File: config.mk
export PLATFORM = sky130hd
export DESIGN_NAME = stack_decode_pipe
export DESIGN_NICKNAME = d
export VERILOG_FILES = /design/src/rtl/stack_decode_pipe.sv
export SDC_FILE = /design/constraint.sdc
export NUM_CORES = 1
export LEC_CHECK = 0
export ABC_AREA = 0
export ABC_CLOCK_PERIOD_IN_PS = 3750
export CAP_MARGIN = 25
export CORE_UTILIZATION = 45
export DETAILED_ROUTE_END_ITERATION = 12
export PLACE_DENSITY_LB_ADDON = 0.3
export SKIP_LAST_GASP = 1
export SYNTH_ARGS = -nofsm -noshare
export SYNTH_HDL_FRONTEND = slang
export SYNTH_SLANG_ARGS = --single-unit
export TNS_END_PERCENT = 10
File: constraint.sdc
create_clock -name i_clk -period 3.75 [get_ports i_clk]
set_input_delay 0.75 -clock i_clk [delete_from_list [all_inputs] [get_ports i_clk]]
set_output_delay 0.75 -clock i_clk [all_outputs]
set_load 0.02 [all_outputs]
File: src/rtl/stack_decode_pipe.sv
// -----------------------------------------------------------------------------
// stack_decode_pipe
//   Control unit front end for the stack CPU. It accepts one instruction per
//   cycle from fetch over a valid/ready handshake. It decodes the instruction
//   into registered datapath controls and holds them stable while the datapath
//   stalls. It tracks data-stack occupancy so that overflow and underflow are
//   caught before an instruction issues. A RUN/HALT/FAULT sequencer gates
//   acceptance.
//
//   Instruction bit 0 is the MSB ([0:N] ordering), giving this field layout:
//     [0] J (0 = ALU, 1 = jump)   [1:2] SP action (hold/push/pop/pop2)
//     [3] stack write             [4:8] ALU op   [9] R write
//     [10:11] jSel                [12:INSTR_W-1] jCtrl
//   The all-ones instruction is HALT.
//
// Ports
//   i_clk, i_rst        clock; synchronous active-high reset
//   i_instr_valid       fetch presents i_instruction
//   o_instr_ready       decoder accepts this cycle (combinational)
//   i_instruction       instruction word, [0:INSTR_W-1]
//   i_stall             datapath cannot take new controls
//   i_resume            leave HALT
//   o_ctrl_valid        registered controls are valid
//   o_stkWCtrl .. o_jCtrl  registered decode
//   o_sp                data-stack occupancy
//   o_halted, o_fault   sequencer state
//   o_fault_code        01 overflow, 10 underflow, 00 none
// -----------------------------------------------------------------------------
module stack_decode_pipe #(
    parameter int INSTR_W   = 18,
    parameter int STK_DEPTH = 16,
    localparam int SP_W     = $clog2(STK_DEPTH + 1)
) (
    input  logic                  i_clk,
    input  logic                  i_rst,
    input  logic                  i_instr_valid,
    output logic                  o_instr_ready,
    input  logic [0:INSTR_W-1]    i_instruction,
    input  logic                  i_stall,
    input  logic                  i_resume,
    output logic                  o_ctrl_valid,
    output logic                  o_stkWCtrl,
    output logic                  o_stkSCtrl,
    output logic                  o_RWCtrl,
    output logic                  o_TWCtrl,
    output logic                  o_carryWCtrl,
    output logic [4:0]            o_instrOP,
    output logic [1:0]            o_jSelCtrl,
    output logic [INSTR_W-13:0]   o_jCtrl,
    output logic [SP_W-1:0]       o_sp,
    output logic                  o_halted,
    output logic                  o_fault,
    output logic [1:0]            o_fault_code
);

    typedef enum logic [1:0] {
        S_RUN   = 2'd0,
        S_HALT  = 2'd1,
        S_FAULT = 2'd2
    } state_t;

    typedef struct packed {
        logic                stk_w;
        logic                stk_s;
        logic                r_w;
        logic                t_w;
        logic                carry_w;
        logic [4:0]          op;
        logic [1:0]          jsel;
        logic [INSTR_W-13:0] jctrl;
    } ctrl_t;

    localparam logic [1:0] ACT_HOLD = 2'b00;
    localparam logic [1:0] ACT_PUSH = 2'b01;
    localparam logic [1:0] ACT_POP  = 2'b10;
    localparam logic [1:0] ACT_POP2 = 2'b11;

    state_t          state;
    state_t          state_nxt;
    ctrl_t           ctrl_q;
    ctrl_t           dec;
    logic            ctrl_valid;
    logic [SP_W-1:0] sp;
    logic [SP_W-1:0] sp_nxt;
    logic [1:0]      fault_code;

    logic [1:0]      act;
    logic            ready;
    logic            accept;
    logic            is_halt;
    logic            ovf;
    logic            unf;
    logic            fault_hit;
    logic            issue;
    logic            sp_lt2;

    // ---------------------------------------------------------------------
    // Handshake and hazard checks
    // ---------------------------------------------------------------------
    assign act     = i_instruction[1:2];
    assign is_halt = &i_instruction;

    // A stalled, valid control word blocks acceptance so the held controls
    // are never overwritten.
    assign ready  = ~i_rst & (state == S_RUN) & (~ctrl_valid | ~i_stall);
    assign accept = i_instr_valid & ready;

    // Written without a literal 2 so the compare stays correct for tiny SP_W.
    assign sp_lt2 = (sp == '0) | (sp == SP_W'(1));

    assign ovf = (act == ACT_PUSH) & (sp == SP_W'(STK_DEPTH));
    assign unf = ((act == ACT_POP) & (sp == '0)) | ((act == ACT_POP2) & sp_lt2);

    // HALT takes precedence: it carries a pop2 pattern but never touches
    // the stack, so it must not raise an underflow.
    assign fault_hit = ~is_halt & (ovf | unf);
    assign issue     = accept & ~is_halt & ~fault_hit;

    always_comb begin
        sp_nxt = sp;
        case (act)
            ACT_PUSH: sp_nxt = sp + SP_W'(1);
            ACT_POP:  sp_nxt = sp - SP_W'(1);
            ACT_POP2: sp_nxt = sp - SP_W'(2);
            default:  sp_nxt = sp;
        endcase
    end

    // ---------------------------------------------------------------------
    // Decode
    // ---------------------------------------------------------------------
    always_comb begin
        dec       = '0;
        dec.stk_s = (act != ACT_HOLD);
        if (!i_instruction[0]) begin
            dec.stk_w   = i_instruction[3];
            dec.r_w     = i_instruction[9];
            dec.t_w     = 1'b1;
            dec.carry_w = i_instruction[4];
            dec.op      = i_instruction[4:8];
        end else begin
            // Jump class keeps only the SP step (call/return) plus the jump fields.
            dec.jsel  = i_instruction[10:11];
            dec.jctrl = i_instruction[12:INSTR_W-1];
        end
    end

    // ---------------------------------------------------------------------
    // Sequencer
    // ---------------------------------------------------------------------
    always_ff @(posedge i_clk) begin
        if (i_rst) state <= S_RUN;
        else       state <= state_nxt;
    end

    always_comb begin
        state_nxt = state;
        case (state)
            S_RUN: begin
                if (accept && is_halt)        state_nxt = S_HALT;
                else if (accept && fault_hit) state_nxt = S_FAULT;
            end
            S_HALT:  if (i_resume) state_nxt = S_RUN;
            S_FAULT: state_nxt = S_FAULT;
            default: state_nxt = S_RUN;
        endcase
    end

    // ---------------------------------------------------------------------
    // Control registers, stack pointer, fault code
    // ---------------------------------------------------------------------
    always_ff @(posedge i_clk) begin
        if (i_rst) begin
            ctrl_q     <= '0;
            ctrl_valid <= 1'b0;
            sp         <= '0;
            fault_code <= 2'b00;
        end else begin
            // Under stall everything holds. Otherwise the registers either load
            // a fresh decode or clear to zero, so idle cycles present no stale controls.
            if (!(ctrl_valid && i_stall)) begin
                ctrl_q     <= issue ? dec : '0;
                ctrl_valid <= issue;
            end
            if (issue) sp <= sp_nxt;
            if (accept && fault_hit) fault_code <= ovf ? 2'b01 : 2'b10;
        end
    end

    // ---------------------------------------------------------------------
    // Outputs
    // ---------------------------------------------------------------------
    assign o_instr_ready = ready;
    assign o_ctrl_valid  = ctrl_valid;
    assign o_stkWCtrl    = ctrl_q.stk_w;
    assign o_stkSCtrl    = ctrl_q.stk_s;
    assign o_RWCtrl      = ctrl_q.r_w;
    assign o_TWCtrl      = ctrl_q.t_w;
    assign o_carryWCtrl  = ctrl_q.carry_w;
    assign o_instrOP     = ctrl_q.op;
    assign o_jSelCtrl    = ctrl_q.jsel;
    assign o_jCtrl       = ctrl_q.jctrl;
    assign o_sp          = sp;
    assign o_halted      = (state == S_HALT);
    assign o_fault       = (state == S_FAULT);
    assign o_fault_code  = fault_code;

endmodule

After elaboration in Yosys (flattened, before gate mapping)
Cells that the tools add are included.
- output and inout port bits: 29
- input bits: 23
- word-level logic and storage cells: 62
- register bits after elaboration: 28
- reductions and logical operators: 10
- add/subtract/negate cells: 3
- equal/unequal tests: 9
- muxes and demuxes: 10
- bitwise operators: 18
- operator list (kind ; number):
    $mux W18 ; 1
    $reduce_and A18 Y1 ; 1
    $mux W8 ; 2
    $pmux W5 S3 ; 1
    $and A1 B1 Y1 ; 9
    $mux W2 ; 4
    $eq A2 B2 Y1 const B ; 3
    $pmux W2 S3 ; 1
    $add A5 B1 Y5 const B ; 1
    $eq A5 B1 Y1 const B ; 1
    $eq A5 B5 Y1 const B ; 1
    $logic_not A5 Y1 ; 1
    $not A1 Y1 ; 5
    $sub A5 B1 Y5 const B ; 1
    $sub A5 B2 Y5 const B ; 1
    $eq A2 B1 Y1 const B ; 2
    $or A1 B1 Y1 ; 4
    $reduce_and A2 Y1 ; 2
    $logic_and A1 B1 Y1 ; 3
    $ne A3 B1 Y1 const B ; 1
    $reduce_bool A3 Y1 ; 1
    $logic_not A2 Y1 ; 1
    $ne A2 B2 Y1 const B ; 1
    $reduce_bool A2 Y1 ; 1
    $mux W1 ; 1

Longest topological paths before layout
- depth after elaboration: 10
- depth in mapped cells: 9
- gate-level depth less buffers: 7

Worst setup path after synthesis
OpenSTA, ideal clock, no wires.
- path kind: in2reg
- from: input port i_instruction[2] (netlist bit)
- to: register ctrl_q (netlist bit o_jCtrl[2])
- path buffers: 2
- setup slack: 1.430 ns
- data required time: 3.621 ns
- data arrival time: 2.191 ns
- library setup time: 0.129 ns
- cell stages on the path: 9
- path through: inv_1 -> ha_1 -> buf_2 -> o21ai_0 -> a221oi_2 -> a211oi_4 -> buf_6 -> a32oi_1 -> nor2_1
- longest elaborated chain between the ends: 8
- elaborated cells on any way between the ends: 15
- those cells by class: eq/ne: 3; mux: 1; bitwise: 10; reduce/logical: 1
- RTL lines (item ; RTL line ; text):
    start: declaration ; 38 ; input logic [0:INSTR_W-1] i_instruction,
    $eq A2 B2 Y1 ; 112 ; assign unf = ((act == ACT_POP) & (sp == '0)) | ((act == ACT_POP2) & sp_lt2);
    $and A1 B1 Y1 ; 112 ;
    $or A1 B1 Y1 ; 112 ;
    $or A1 B1 Y1 ; 116 ; assign fault_hit = ~is_halt & (ovf | unf);
    $and A1 B1 Y1 ; 116 ;
    $not A1 Y1 ; 117 ; assign issue = accept & ~is_halt & ~fault_hit;
    $and A1 B1 Y1 * ; 117 ;
    $mux W18 * ; 182 ; ctrl_q <= issue ? dec : '0;
    end signal: assignment ; 182 ;
    end: declaration ; 80 ; ctrl_t ctrl_q;
Mark *: on every way between the ends. The rest lies on a longest branch, timed or not.
A chain may end at the register's enable or synchronous reset.

Final worst setup path
- from: input port i_stall
- to: output port o_instr_ready
- longest elaborated chain between the ends: 3
- RTL lines (item ; RTL line ; text):
    start: declaration ; 39 ; input logic i_stall,
    $not A1 Y1 ; 105 ; assign ready = ~i_rst & (state == S_RUN) & (~ctrl_valid | ~i_stall);
    $or A1 B1 Y1 ; 105 ;
    $and A1 B1 Y1 ; 105 ;
    end: declaration ; 37 ; output logic o_instr_ready,
Every way passes these cells.

==> flow_metrics.env <==
export IMPL_synth_largest_area_cell="dfxtp_1"
export IMPL_nNetsFinal=248
export IMPL_synth_xor_xnor_area_share_pct=1.79
export IMPL_grt_usage_pct=21.8
export IMPL_coreArea_um2=3080
export IMPL_wl_per_cell_um=14.2
export IMPL_fin_setup_tns_ns=0
export IMPL_p_switching_w=0.000182
export IMPL_port_buffer_count=51
export IMPL_dr_wl_met2_um=1890
export IMPL_ys_types=47
export IMPL_dieArea_um2=3500
export IMPL_clockPowerShare_pct=21.5
export IMPL_pwr_share_seq_pct=52.1
export IMPL_num_antenna_cells=0
export IMPL_yosys_cell_count_top_type="nor2_1"
export IMPL_synth_top_family_by_area="compound AO/OA/AOI/OAI gates"
export IMPL_synth_edff_count=0
export IMPL_antenna_found_initial=0
export IMPL_htree_levels=1
export IMPL_slew_violations=0
export IMPL_cts_resized_gates=0
export IMPL_ys_top_cells_by_count="29 x nor2_1, 27 x dfxtp_1, 11 x ha_1"
export IMPL_yosys_warnings=0
export IMPL_clock_path_buffers=2
export IMPL_die_h_um=59.2
export IMPL_leakagePower_nw=0.727
export IMPL_firstDrtPassIters=5
export IMPL_syn_to_final_growth_pct=36.6
export IMPL_cts_setup_buffers=0
export IMPL_synth_nets=202
export IMPL_hp_class="reg2reg"
export IMPL_synth_compound_area_share_pct=26.3
export IMPL_netlist_area_um2=1470
export IMPL_drt_iter0_drc=55
export IMPL_fin_crit_ns=3.03
export IMPL_synthArstFlopShare_pct=0
export IMPL_root_buffer="clkbuf_4"
export IMPL_cts_made_buffers=3
export IMPL_cts_tree="done"
export IMPL_switching_share_pct=30.6
export IMPL_arrival_ns=2.28
export IMPL_wl_met3_um=182
export IMPL_grt_first_pass_wirelength_um=5780
export IMPL_clk_pin_slew_worst_paths_ns=0.14
export IMPL_start_kind="primary input"
export IMPL_gp_congestion=0.874
export IMPL_seqCellArea_um2=541
export IMPL_synth_area_leaders="dfxtp_1 37%, ha_1 9.4%, nor2_1 7.4%"
export IMPL_synthSimpleGateAreaFrac_pct=19.1
export IMPL_clk_latency_ns=0.33
export IMPL_grt_overflow_total=0
export IMPL_cts_hold_buf=0
export IMPL_setup_viol=0
export IMPL_combPwrFrac_pct=26.4
export IMPL_worst_slew_margin_rel_pct=57.6
export IMPL_fmax_ghz=0.330
export IMPL_antenna_left=0
export IMPL_ys_flop_type="dfxtp_1"
export IMPL_cp_max_fo=2
export IMPL_internal_power_w=0.000412
export IMPL_drive_above_1_share_pct=6.10
export IMPL_synthMuxAreaShare_pct=0
export IMPL_rsz0062_at_grt="no"
export IMPL_critPathKind="in2out"
export IMPL_status="completed"
export IMPL_finalHoldWorstSlack_ns=0.487
export IMPL_maxCapViolations=0
export IMPL_worst_setup_path_end_kind="output port"
export IMPL_rows=20
export IMPL_pin_count=52
export IMPL_vias=1414
export IMPL_syn_inst=168
export IMPL_skew_ns=0.00671
export IMPL_critPathRequiredTime_ns=3.00
export IMPL_routed_top_layer="met4"
export IMPL_viasPerCell=5.50
export IMPL_yosys_register_bits=27
export IMPL_drt_wl_total_um=3640
export IMPL_die_x_um=59.2
export IMPL_fillers=274
export IMPL_clock_sinks=27
export IMPL_ys_seq_area_share_pct=36.7
export IMPL_grt_max_degree=28
export IMPL_cellPowerDensity_nw_per_um2=296
export IMPL_synth_top_area_share_pct=36.7
export IMPL_multi_input_area_um2=832
export IMPL_avgSynthCellArea_um2=8.76
export IMPL_fin_cells=257
export IMPL_wl_met1_um=1540
export IMPL_drc=0
export IMPL_hold_violations=0
export IMPL_tightestPinTransition_ns=0.637
export IMPL_ir_drop_mv=0.251
export IMPL_fin_crit_sh_pct=80.8
export IMPL_dp_hpwl_um=2800
export IMPL_place_inst=253
export IMPL_start_util_pct=47.8
export IMPL_grt_pass1_vias=1267
export IMPL_synth_fa_ha_area_share_pct=9.35
[critical path, stage by stage]
cell and delay (ns):
clkdlybuf4s50_1 0.46, a2111oi_4 0.40, clkdlybuf4s50_1 0.67
[routing by layer]
| metal | vias up | GRT usage, % |
|---|---|---|
| li1 | 694 | - |
| met4 | 0 | 6.80 |
| met2 | 51 | 37.6 |
| met5 | - | 0 |
| met1 | 665 | 26.6 |
| met3 | 4 | 5.24 |
[flip-flops by register name (all words and copies together) (netlist names)]
register	cells
o_instrOP	4
state	2
o_stkWCtrl	1
o_carryWCtrl	1
o_RWCtrl	1
o_TWCtrl	1
o_jCtrl	6
o_ctrl_valid	1
o_fault_code	2
o_sp	5
o_jSelCtrl	2
o_stkSCtrl	1
[cells by family (layout without fill, tap and decap cells)]
group	Yosys count	count (layout)
AOI/OAI and AO/OA	47	47
and+or+nand+nor	60	60
xor gates and xnor gates	3	3
adders and majority gates	11	11
DFF	27	27
buffers and inverters	20	65
[power by group through the flow]
stage,Combinational (W),Sequential [W],Clock (W)
2_1_floorplan,0.0000869,0.000323,0
3_3_place_gp,0.000153,0.000315,0
3_5_place_dp,0.000157,0.000316,0
4_1_cts,0.000158,0.000309,0.000131
5_1_grt,0.000171,0.000311,0.000144
6_report,0.000157,0.000310,0.000128
[path summary, 6_finish.rpt]
| path | startpoint | endpoint | slack (ns) | depth (start not counted) |
|---|---|---|---|---|
| worst max-delay path | i_stall | o_instr_ready | 0.72 | 3 |
| worst min-delay path | o_fault_code[0] | o_fault_code[0] | 0.49 | 2 |
| worst max register to register | o_sp[1] | o_sp[3] | 1.41 | 7 |
| worst min register to register | o_fault_code[0] | o_fault_code[0] | 0.49 | 2 |
[per-stage QoR]
step / setup slack [ns] / instance area, µm² / power (W) / utilization, %
3_3_place_gp: 0.564 / 1980 / 0.000468 / 64.3
2_1_floorplan: 1.43 / 1470 / 0.000409 / -
3_5_place_dp: 0.493 / 1980 / 0.000472 / 64.3
5_1_grt: 0.640 / 2010 / 0.000627 / 65.3
6_report: 0.720 / 2010 / 0.000594 / 65.3
4_1_cts: 0.711 / 2010 / 0.000598 / 65.3
[cell type report]
| class | count | area share (%) |
|---|---|---|
| repair buffers | 52 | 25.8 |
| multi-input cells | 121 | 41.4 |
| inverters | 9 | 1.68 |
| clock inverters | 1 | 0.374 |
| well taps | 44 | 2.74 |
| clock buffers | 3 | 1.12 |
| flip-flops and latches | 27 | 26.9 |
[cells in the final DEF (no fill, tap or decap), types with 2 or more instances in the layout]
| master | instances |
|---|---|
| clkdlybuf4s50_1 | 51 |
| a211oi_1 | 2 |
| dfxtp_1 | 27 |
| nand4_1 | 4 |
| nor2b_1 | 2 |
| nand3_1 | 4 |
| a32oi_1 | 8 |
| o21ai_0 | 3 |
| xor2_1 | 2 |
| nor2_1 | 29 |
| and2_1 | 2 |
| a22oi_1 | 8 |
| a21oi_1 | 10 |
| nor3_1 | 4 |
| clkbuf_4 | 3 |
| nand2_1 | 7 |
| ha_1 | 11 |
| inv_1 | 9 |
No activity file was read; power rests on OpenSTA's default activity.
